<file path="src/rtl/pc_sequencer_pkg.sv">
// Shared types and constants for the next-PC sequencer: FSM encoding,
// next-PC source selector, default vectors and the PC increment.
package pc_sequencer_pkg;

  typedef enum logic {
    RUN       = 1'b0,
    MDU_STALL = 1'b1
  } state_e;

  typedef enum logic [2:0] {
    SRC_RESET,
    SRC_EXC,
    SRC_BRANCH,
    SRC_JUMP,
    SRC_HOLD,
    SRC_SEQ
  } pc_src_e;

  localparam logic [31:0] RESET_VECTOR_DEF = 32'h0000_0000;
  localparam logic [31:0] EXC_VECTOR_DEF   = 32'h8000_0180;
  localparam logic [31:0] PC_INCR          = 32'd4;

  function automatic logic is_redirect(input pc_src_e src);
    return (src == SRC_EXC) || (src == SRC_BRANCH) || (src == SRC_JUMP);
  endfunction

endpackage

</file>
<file path="src/rtl/pc_sequencer_if.sv">
// Front-end control bundle between the sequencer and the pipeline
// (hazard unit, EX branch resolution, PC and IF/ID registers).
interface pc_sequencer_if;

  logic [31:0] pc_cur;
  logic        stall_req;
  logic        mdu_start;
  logic        branch_taken;
  logic [31:0] branch_target;
  logic        jump;
  logic [31:0] jump_target;
  logic        exc_req;
  logic [31:0] PC_in;
  logic        PCWrite;
  logic        if_id_write;
  logic        if_id_flush;
  logic        mdu_busy;

  modport master (
    input  pc_cur, stall_req, mdu_start, branch_taken, branch_target,
           jump, jump_target, exc_req,
    output PC_in, PCWrite, if_id_write, if_id_flush, mdu_busy
  );

  modport slave (
    output pc_cur, stall_req, mdu_start, branch_taken, branch_target,
           jump, jump_target, exc_req,
    input  PC_in, PCWrite, if_id_write, if_id_flush, mdu_busy
  );

endinterface

</file>
<file path="src/rtl/pc_sel_mux.sv">
// Priority select of the next PC and its write enable:
// reset > exception > branch > jump > hold > sequential.
module pc_sel_mux
  import pc_sequencer_pkg::*;
#(
  parameter logic [31:0] RESET_VECTOR = RESET_VECTOR_DEF,
  parameter logic [31:0] EXC_VECTOR   = EXC_VECTOR_DEF
) (
  input  logic        in_reset,
  input  logic        exc_req,
  input  logic        branch_taken,
  input  logic [31:0] branch_target,
  input  logic        jump,
  input  logic [31:0] jump_target,
  input  logic        hold,
  input  logic [31:0] pc_cur,
  output logic [31:0] pc_next,
  output logic        pc_write,
  output pc_src_e     src
);

  // NOTE: every output gets a default first so no path leaves it unassigned
  // and no latch is inferred.
  always_comb begin
    src      = SRC_SEQ;
    pc_next  = pc_cur + PC_INCR;
    pc_write = 1'b1;
    if (in_reset) begin
      src      = SRC_RESET;
      pc_next  = RESET_VECTOR;
      pc_write = 1'b0;
    end else if (exc_req) begin
      src     = SRC_EXC;
      pc_next = EXC_VECTOR;
    end else if (branch_taken) begin
      // The EX-stage branch is older than the ID-stage jump, so it wins.
      src     = SRC_BRANCH;
      pc_next = branch_target;
    end else if (jump) begin
      src     = SRC_JUMP;
      pc_next = jump_target;
    end else if (hold) begin
      src      = SRC_HOLD;
      pc_next  = pc_cur;
      pc_write = 1'b0;
    end
  end

endmodule

</file>
<file path="src/rtl/pc_sequencer.sv">
// Next-PC controller: drives the PC register and IF/ID controls, owns the
// multi-cycle MDU stall FSM and the post-redirect flush stretch counter.
module pc_sequencer
  import pc_sequencer_pkg::*;
#(
  parameter logic [31:0] RESET_VECTOR = RESET_VECTOR_DEF,
  parameter logic [31:0] EXC_VECTOR   = EXC_VECTOR_DEF,
  parameter int          MDU_CYCLES   = 4,
  parameter int          FLUSH_CYCLES = 2
) (
  input logic             clk,
  input logic             RST,
  pc_sequencer_if.master  bus
);

  localparam logic [3:0] MDU_LOAD   = 4'(MDU_CYCLES - 1);
  localparam logic [1:0] FLUSH_LOAD = 2'(FLUSH_CYCLES - 1);

  state_e      state;
  logic [3:0]  mdu_cnt;
  logic [1:0]  flush_cnt;
  logic        hold;
  logic        redirect;
  logic [31:0] pc_next;
  logic        pc_write;
  pc_src_e     src;

  assign hold = bus.stall_req || (state == MDU_STALL) || bus.mdu_start;

  pc_sel_mux #(
    .RESET_VECTOR (RESET_VECTOR),
    .EXC_VECTOR   (EXC_VECTOR)
  ) u_sel (
    .in_reset      (!RST),
    .exc_req       (bus.exc_req),
    .branch_taken  (bus.branch_taken),
    .branch_target (bus.branch_target),
    .jump          (bus.jump),
    .jump_target   (bus.jump_target),
    .hold          (hold),
    .pc_cur        (bus.pc_cur),
    .pc_next       (pc_next),
    .pc_write      (pc_write),
    .src           (src)
  );

  assign redirect        = is_redirect(src);
  assign bus.PC_in       = pc_next;
  assign bus.PCWrite     = pc_write;
  assign bus.if_id_write = redirect || (src == SRC_SEQ);
  assign bus.if_id_flush = !RST || redirect || (flush_cnt != 2'd0);
  assign bus.mdu_busy    = RST && (state == MDU_STALL);

  // The mdu_start cycle is itself the first held cycle, so MDU_STALL lasts
  // MDU_CYCLES-1 cycles: leave on the edge where the counter would reach 0.
  // NOTE: state registers use non-blocking assignments so every flop samples
  // pre-edge values regardless of statement order.
  always_ff @(posedge clk) begin
    if (!RST) begin
      state     <= RUN;
      mdu_cnt   <= 4'd0;
      flush_cnt <= 2'd0;
    end else begin
      if (redirect) begin
        flush_cnt <= FLUSH_LOAD;
      end else if (flush_cnt != 2'd0) begin
        flush_cnt <= flush_cnt - 2'd1;
      end

      if (bus.exc_req) begin
        state   <= RUN;
        mdu_cnt <= 4'd0;
      end else if (state == MDU_STALL) begin
        if (mdu_cnt <= 4'd1) begin
          state   <= RUN;
          mdu_cnt <= 4'd0;
        end else begin
          mdu_cnt <= mdu_cnt - 4'd1;
        end
      end else if (bus.mdu_start && !bus.branch_taken && !bus.jump &&
                   (MDU_CYCLES > 1)) begin
        state   <= MDU_STALL;
        mdu_cnt <= MDU_LOAD;
      end
    end
  end

endmodule

</file>
<file path="src/flat_wrapper.sv">
// flat-port wrapper written by rule: the top's interface ports become plain ports
module pc_sequencer_flat import pc_sequencer_pkg::*;
#(
  parameter logic [31:0] RESET_VECTOR = RESET_VECTOR_DEF,
  parameter logic [31:0] EXC_VECTOR   = EXC_VECTOR_DEF,
  parameter int          MDU_CYCLES   = 4,
  parameter int          FLUSH_CYCLES = 2
)
  (clk, RST, bus_pc_cur, bus_stall_req, bus_mdu_start, bus_branch_taken, bus_branch_target, bus_jump, bus_jump_target, bus_exc_req, bus_PC_in, bus_PCWrite, bus_if_id_write, bus_if_id_flush, bus_mdu_busy);
  pc_sequencer_if bus_i ();
  input logic clk;
  input logic RST;
  input wire logic [$bits(bus_i.pc_cur)-1:0] bus_pc_cur;
  input wire logic [$bits(bus_i.stall_req)-1:0] bus_stall_req;
  input wire logic [$bits(bus_i.mdu_start)-1:0] bus_mdu_start;
  input wire logic [$bits(bus_i.branch_taken)-1:0] bus_branch_taken;
  input wire logic [$bits(bus_i.branch_target)-1:0] bus_branch_target;
  input wire logic [$bits(bus_i.jump)-1:0] bus_jump;
  input wire logic [$bits(bus_i.jump_target)-1:0] bus_jump_target;
  input wire logic [$bits(bus_i.exc_req)-1:0] bus_exc_req;
  output wire logic [$bits(bus_i.PC_in)-1:0] bus_PC_in;
  output wire logic [$bits(bus_i.PCWrite)-1:0] bus_PCWrite;
  output wire logic [$bits(bus_i.if_id_write)-1:0] bus_if_id_write;
  output wire logic [$bits(bus_i.if_id_flush)-1:0] bus_if_id_flush;
  output wire logic [$bits(bus_i.mdu_busy)-1:0] bus_mdu_busy;
  assign bus_i.pc_cur = bus_pc_cur;
  assign bus_i.stall_req = bus_stall_req;
  assign bus_i.mdu_start = bus_mdu_start;
  assign bus_i.branch_taken = bus_branch_taken;
  assign bus_i.branch_target = bus_branch_target;
  assign bus_i.jump = bus_jump;
  assign bus_i.jump_target = bus_jump_target;
  assign bus_i.exc_req = bus_exc_req;
  assign bus_PC_in = bus_i.PC_in;
  assign bus_PCWrite = bus_i.PCWrite;
  assign bus_if_id_write = bus_i.if_id_write;
  assign bus_if_id_flush = bus_i.if_id_flush;
  assign bus_mdu_busy = bus_i.mdu_busy;
  pc_sequencer #(.RESET_VECTOR(RESET_VECTOR), .EXC_VECTOR(EXC_VECTOR), .MDU_CYCLES(MDU_CYCLES), .FLUSH_CYCLES(FLUSH_CYCLES)) u_core (.clk(clk), .RST(RST), .bus(bus_i));
endmodule
</file>
<file path="config.mk">
export PLATFORM = sky130hd
export DESIGN_NAME = pc_sequencer_flat
export DESIGN_NICKNAME = d
export VERILOG_FILES = /design/src/rtl/pc_sequencer_pkg.sv /design/src/rtl/pc_sequencer_if.sv /design/src/rtl/pc_sel_mux.sv /design/src/rtl/pc_sequencer.sv /design/src/flat_wrapper.sv
export SDC_FILE = /design/constraint.sdc
export NUM_CORES = 1
export LEC_CHECK = 0
export CAP_MARGIN = 20
export CORE_UTILIZATION = 37
export CTS_CLUSTER_DIAMETER = 40
export CTS_CLUSTER_SIZE = 16
export DETAILED_ROUTE_END_ITERATION = 7
export PLACE_DENSITY = 0.88
export SLEW_MARGIN = 20
export SYNTH_ARGS = -nofsm -noshare
export SYNTH_HDL_FRONTEND = slang
export SYNTH_HIERARCHICAL = 1
export SYNTH_SLANG_ARGS = --single-unit
</file>
<file path="constraint.sdc">
create_clock -name clk -period 9.8 [get_ports clk]
set_input_delay 1.96 -clock clk [delete_from_list [all_inputs] [get_ports clk]]
set_output_delay 1.96 -clock clk [all_outputs]
set_load 0.01 [all_outputs]
</file>
==> results of run 1 <==
registers in the layout, summed over array words and instances, names as in the netlist:
register / cells
u_core/state: 1
u_core/flush_cnt: 2
u_core/mdu_cnt: 4
logic make-up (layout without fill, tap and decap cells):
logic type / Yosys count / in the layout / share of synthesized area [%]
and+or+nand+nor: 106 / 106 / 35.8
DFF: 7 / 7 / 7.89
buffers and inverters: 29 / 155 / 6.84
adders and majority gates: 4 / 4 / 2.82
AOI/OAI and AO/OA: 72 / 72 / 27.8
muxes: 8 / 8 / 4.51
xor gates and xnor gates: 29 / 29 / 14.3
where the power goes:
part	leakage (nW)	internal, mW	switching (mW)
clock network	0.0228	0.0281	0.0124
logic	1.06	0.0688	0.0489
registers	0.0570	0.0302	0.00113
stage by stage:
stage / std cells / instance area [um2] / hold slack [ns]
global placement: 428 / 3150 / 0.541
finish: 433 / 3200 / 0.564
floorplan: 255 / 1780 / 0.522
detailed placement: 429 / 3160 / 0.548
global route: 433 / 3200 / 0.578
CTS: 433 / 3200 / 0.561
synth_stat cells, types with 5 or more instances:
cell,count
nand2_1,21
xnor2_1,13
nand4_1,7
o221ai_1,15
inv_1,11
xor2_1,16
a21oi_1,28
o21ai_0,5
dfxtp_1,7
a222oi_1,5
nor3_1,7
clkbuf_1,15
mux2i_1,8
nor2_1,28
nand3_1,8
layout make-up:
cell class,instances,area share (%)
multi-input combinational,219,47.3
timing repair buffer,140,43.6
sequential,7,4.38
tap,52,2.03
clock buffer,4,1.41
inverter,11,1.29
worst paths after layout:
check                 startpoint                   to  slack [ns]  cells after the start
max             bus_branch_taken        bus_PC_in[23]        2.66                      6
min          u_core/flush_cnt[0]  u_core/flush_cnt[0]        0.56                      2
max reg2reg         u_core/state  u_core/flush_cnt[1]        7.95                      6
min reg2reg  u_core/flush_cnt[0]  u_core/flush_cnt[0]        0.56                      2
worst max-delay path: stages:
cell and delay, ns:
clkdlybuf4s50_1 1.12, inv_1 0.62, nand2_1 0.57, o221ai_1 0.21, a21oi_1 0.15, clkdlybuf4s50_1 0.55
routing by layer:
metal  vias up  global-route usage (%)
met2       151                    47.4
met1      1150                    33.5
met4         0                    8.44
met5         -                       0
li1       1215                       -
met3        14                    3.52
==> metrics.md, run 1 <==
| Metric | Value |
|---|---|
| RSZ-0062 raised after global routing | false |
| Row cnt | 24 |
| Failing checks | design-rule violations |
| Crit Path Max Fanout | 28 |
| ANT cells | 0 |
| Reg clk slew, reported paths | 0.04 ns |
| Leading cell type in the layout, fill and taps excluded | clkdlybuf4s50_1 |
| Critical path class | input pin to output pin |
| Starting density of the core | between 30% and 40% |
| CP endpoint kind | output pin |
| F_max | about 140 MHz |
| Measured slew at the worst slew-check pin | between 0.9 and 1 ns |
| Vias after detailed routing | ~2500 |
| Critical Path AT | about 5.2 ns |
| First-pass GRT wire length | 11.0 mm |
| Top Ports | roughly 140 |
| Top layer in use | met4 |
| Final Cycle Share | between 70% and 80% |
| Post-Route WL | 7.09 mm |
| Ys flop type | dfxtp_1 |
| TritonCTS Sinks | 7 |
| Total grt overflow | 0 |
| Root buf cell | clkbuf_8 |
| Post-CTS setup repair buffer count | 0 |
| Post-synth top area cell | a21oi_1 |
| Yosys warning total | 6 |
| Die area | approximately 5000 um2 |
| Post-synthesis register bit count | 7 |
| CTS Hold Buffers Added | 0 |
| Synthesized cell area | approximately 1800 um2 |
| Power per Cell Area | roughly 60 nW/um2 |
| Dpl ws | between 2 and 3 ns |
| Area of the multi-input gates | 1510 um2 |
| Wl on met1 | about 2.8 mm |
| # resized after CTS | 0 |
| DRT iter0 DRCs | around 130 |
| Yosys cell types | 49 |
| CTS Buffer Depth | 2 |
| Final core utilization | 71.6% |
| Wire per inst | 16.4 um |
| Clk_lat worst skew | approximately 0.23 ns |
| Setup TNS | 0 ns |
| Vias/cell | about 6 |
| FILL cells | 345 |
| Nature of the critical path startpoint | input pin |
| Post-layout worst setup margin | between 2 and 3 ns |
| Setup violators final | 0 |
| Number of synthesized flops with an enable pin | 0 |
| Max-slew violations | 0 |
| Met2 routed WL | 3.59 mm |
| Post-route DRC | 3 |
| Area Overhead vs Synth | 80.3% |
| Met3 Wirelength | 545 um |
| Slew headroom | roughly a third |
| Number of global-route vias before repair | approximately 2400 |
| Die X | about 71 um |
| Syn Area/Cell | approximately 7.0 um2 |
| Routability cong. | roughly 0.85 |
| H-tree level count | 1 |
| Async set or reset register ratio after synthesis | 0% |
| # nets final | 489 |
| CTS tree | done |
| Synth top area share | 7.89% |
| Max Cap Viol | 0 |
| Largest net degree at the start of global routing | 29 |
| Tmin final | ~7.1 ns |
| Syn nets | around 360 |
| Top cells by area, synth | a21oi_1 7.9%, dfxtp_1 7.9%, xor2_1 7.9%, o221ai_1 7.4%, xnor2_1 6.4% |
| Sequential fraction of the synthesis area | under 10% |
| Final Skew | around 0.0027 ns |
| CTS buffer count | 3 |
| TritonRoute pass-1 iters | 8 |
| Final antenna-violating net count | 0 |
| Hold Path Class | flip-flop to flip-flop |
| Layout cells sized above 1 | about 4.5% |
| Fin. Hold Viols | 0 |
| Die height | between 70 and 80 um |
| PortBufs | 138 |
| Syn Inst Count | between 200 and 300 |
| Core area | ~4500 um2 |
| P_leak | ~1.1 nW |
| Most frequent cells in the layout | 138 x clkdlybuf4s50_1, 28 x a21oi_1, 28 x nor2_1, 21 x nand2_1, 16 x xor2_1 |
| Storage element area | around 140 um2 |
| Initial antenna violation count | 0 |
| Max VDD drop | 0.0000447 V |
| Gr usage total | a little over a quarter |
| Status | complete, but fails checks |
| Crit path required time | 7.84 ns |
| Placed wire-length estimate | approximately 5.7 mm |
| Total chip power | between 0.15 and 0.2 mW |
Note: power is estimated with default switching activity, not from simulation.
==> inputs of run 2 (changes only) <==
- CORE_UTILIZATION: 37 -> 31
- PLACE_DENSITY: 0.88 -> 0.79
- clock period: 9.8 -> 5.77 ns (I/O delays scaled with it)
==> metrics.md, run 2 (same netlist as run 1, synthesis figures left out) <==
| Metric | Value |
|---|---|
| Status | finished clean |
| Fin. Hold Viols | 0 (unchanged) |
| Clk_lat worst skew | 0.23 ns (about the same) |
| Leading cell type in the layout, fill and taps excluded | clkdlybuf4s50_1 |
| Layout cells sized above 1 | 5.47% (+1.0 points) |
| Die height | 77.7 um (+9.0%) |
| Final Skew | 0.00361 ns (+0.000874 ns) |
| Post-layout worst setup margin | 0.463 ns (-2.19 ns) |
| Die X | 77.7 um (+9.0%) |
| Setup TNS | 0 ns (unchanged) |
| H-tree level count | 1 (unchanged) |
| PortBufs | 138 (unchanged) |
| ANT cells | 0 (unchanged) |
| Post-Route WL | 7.03 mm (-0.76%) |
| Number of global-route vias before repair | 2373 (-1.5%) |
| Core area | 5510 um2 (+23%) |
| Critical Path AT | 4.15 ns (-1.03 ns) |
| Starting density of the core | 32.2% (-7.4 points) |
| # resized after CTS | 0 (unchanged) |
| Tmin final | ~5.3 ns |
| Critical path class | input pin to output pin |
| Total grt overflow | 0 (unchanged) |
| Area Overhead vs Synth | 83.1% |
| Area of the multi-input gates | 1510 um2 (unchanged) |
| P_leak | 1.16 nW (+1.5%) |
| Final Cycle Share | about nine tenths |
| Post-route cell area | 3250 um2 (+1.5%) |
| Slew headroom | 62.8% (+29 points) |
| Most frequent cells in the layout | 138 x clkdlybuf4s50_1, 28 x a21oi_1, 28 x nor2_1, 21 x nand2_1, 16 x xor2_1 |
| Root buf cell | clkbuf_8 |
| Placed wire-length estimate | 5.63 mm (-0.46%) |
| FILL cells | 521 (+51%) |
| Registers with the most flip-flops | u_core/mdu_cnt x4, u_core/flush_cnt x2, u_core/state x1 |
| Routability cong. | 0.850 (-0.44%) |
| Max-slew violations | 0 (unchanged) |
| RSZ-0062 raised after global routing | false |
| F_max | about 190 MHz |
| Setup violators final | 0 (unchanged) |
| Max reg flops | 4 (unchanged) |
| CTS Hold Buffers Added | 0 (unchanged) |
| Top Ports | 139 (unchanged) |
| Largest net degree at the start of global routing | 23 (-21%) |
| CTS buffer count | 3 (unchanged) |
| Dpl cells | 452 (+5.4%) |
| Vias after detailed routing | 2428 (-4.0%) |
| Gr usage total | 22.8% (-4.0 points) |
| Vias/cell | 5.32 (-8.9%) |
| Initial antenna violation count | 0 (unchanged) |
| Crit Path Max Fanout | 8 (-71%) |
| Nature of the critical path startpoint | input pin |
| TritonRoute pass-1 iters | 4 (-4) |
| # nets final | 492 (+0.61%) |
| Hold slack | 0.565 ns (+0.000312 ns) |
| DRT iter0 DRCs | 142 (+6.8%) |
| Post-Layout Cell Count | 456 (+5.3%) |
| Die area | 6030 um2 (+19%) |
| CTS Buffer Depth | 2 (unchanged) |
| Hold Path Class | flip-flop to flip-flop |
| Wire per inst | 15.4 um (-5.8%) |
| Max Cap Viol | 0 (unchanged) |
| Biggest register | u_core/mdu_cnt |
| First-pass GRT wire length | 11.2 mm (+1.5%) |
| TritonCTS Sinks | 7 (unchanged) |
| Max VDD drop | 0.000142 V (+220%) |
| Post-CTS setup repair buffer count | 0 (unchanged) |
| Final antenna-violating net count | 0 (unchanged) |
| Placed Area | 3200 um2 (+1.5%) |
| Row cnt | 27 (+13%) |
| Measured slew at the worst slew-check pin | 0.557 ns (-0.429 ns) |
| Post-route DRC | 0 (-3) |
| Storage element area | 140 um2 (unchanged) |
| Crit path required time | 4.62 ns (-3.22 ns) |
| CP endpoint kind | output pin |
| Reg clk slew, reported paths | 0.04 ns (about the same) |
| CTS tree | done |
| Power per Cell Area | 99.1 nW/um2 (+68%) |
| Dpl ws | 0.501 ns (-2.20 ns) |
[run 2: changes by cell type in the layout (fill, tap and decap cells not counted), sizes merged]
cell | before | now
buf | 2 | 5
clkbuf | 4 | 3
clkinv | 0 | 1
[run 2: worst max-delay path, cell delays in order]
cell	delay [ns]
clkdlybuf4s50_1	0.42
or3_2	0.54
nand3b_1	0.28
or4_4	0.61
nor3_1	0.31
xnor2_1	0.12
a21oi_1	0.16
clkdlybuf4s50_1	0.55
[run 2: metrics by stage]
stage | total power, mW | utilization (%)
floorplan | 0.129 | -
global placement | 0.249 | 58.2
detailed placement | 0.253 | 58.2
CTS | 0.324 | 59.0
global route | 0.345 | 59.0
finish | 0.322 | 59.0
[run 2: per-layer routing]
| metal | wire length [um] | up-vias | track usage [%] |
|---|---|---|---|
| met5 | 0 | - | 0 |
| met4 | 82 | 0 | 4.15 |
| met3 | 344 | 8 | 2.35 |
| met2 | 3580 | 78 | 42.0 |
| met1 | 3020 | 1120 | 28.4 |
| li1 | - | 1222 | - |
[run 2: where the power goes]
| part | internal [mW] | switching, mW | leakage (nW) |
|---|---|---|---|
| registers | 0.0512 | 0.00192 | 0.0570 |
| clock network | 0.0468 | 0.0218 | 0.0255 |
| logic | 0.118 | 0.0829 | 1.07 |
[run 2: final cells by class]
cell class | instances | area share [%]
flip-flops and latches | 7 | 4.31
multi-input cells | 219 | 46.6
well taps | 72 | 2.77
clock inverters | 1 | 0.154
clock buffers | 3 | 1.27
inverters | 11 | 1.27
repair buffers | 143 | 43.6
[run 2: path summary, 6_finish.rpt]
| check | depth (start not counted) | slack, ns | end | startpoint |
|---|---|---|---|---|
| worst max-delay path | 8 | 0.46 | bus_PC_in[28] | bus_mdu_start |
| worst min-delay path | 2 | 0.56 | u_core/mdu_cnt[1] | u_core/mdu_cnt[1] |
| worst max register to register | 6 | 3.96 | u_core/flush_cnt[1] | u_core/state |
| worst min register to register | 2 | 0.56 | u_core/mdu_cnt[1] | u_core/mdu_cnt[1] |
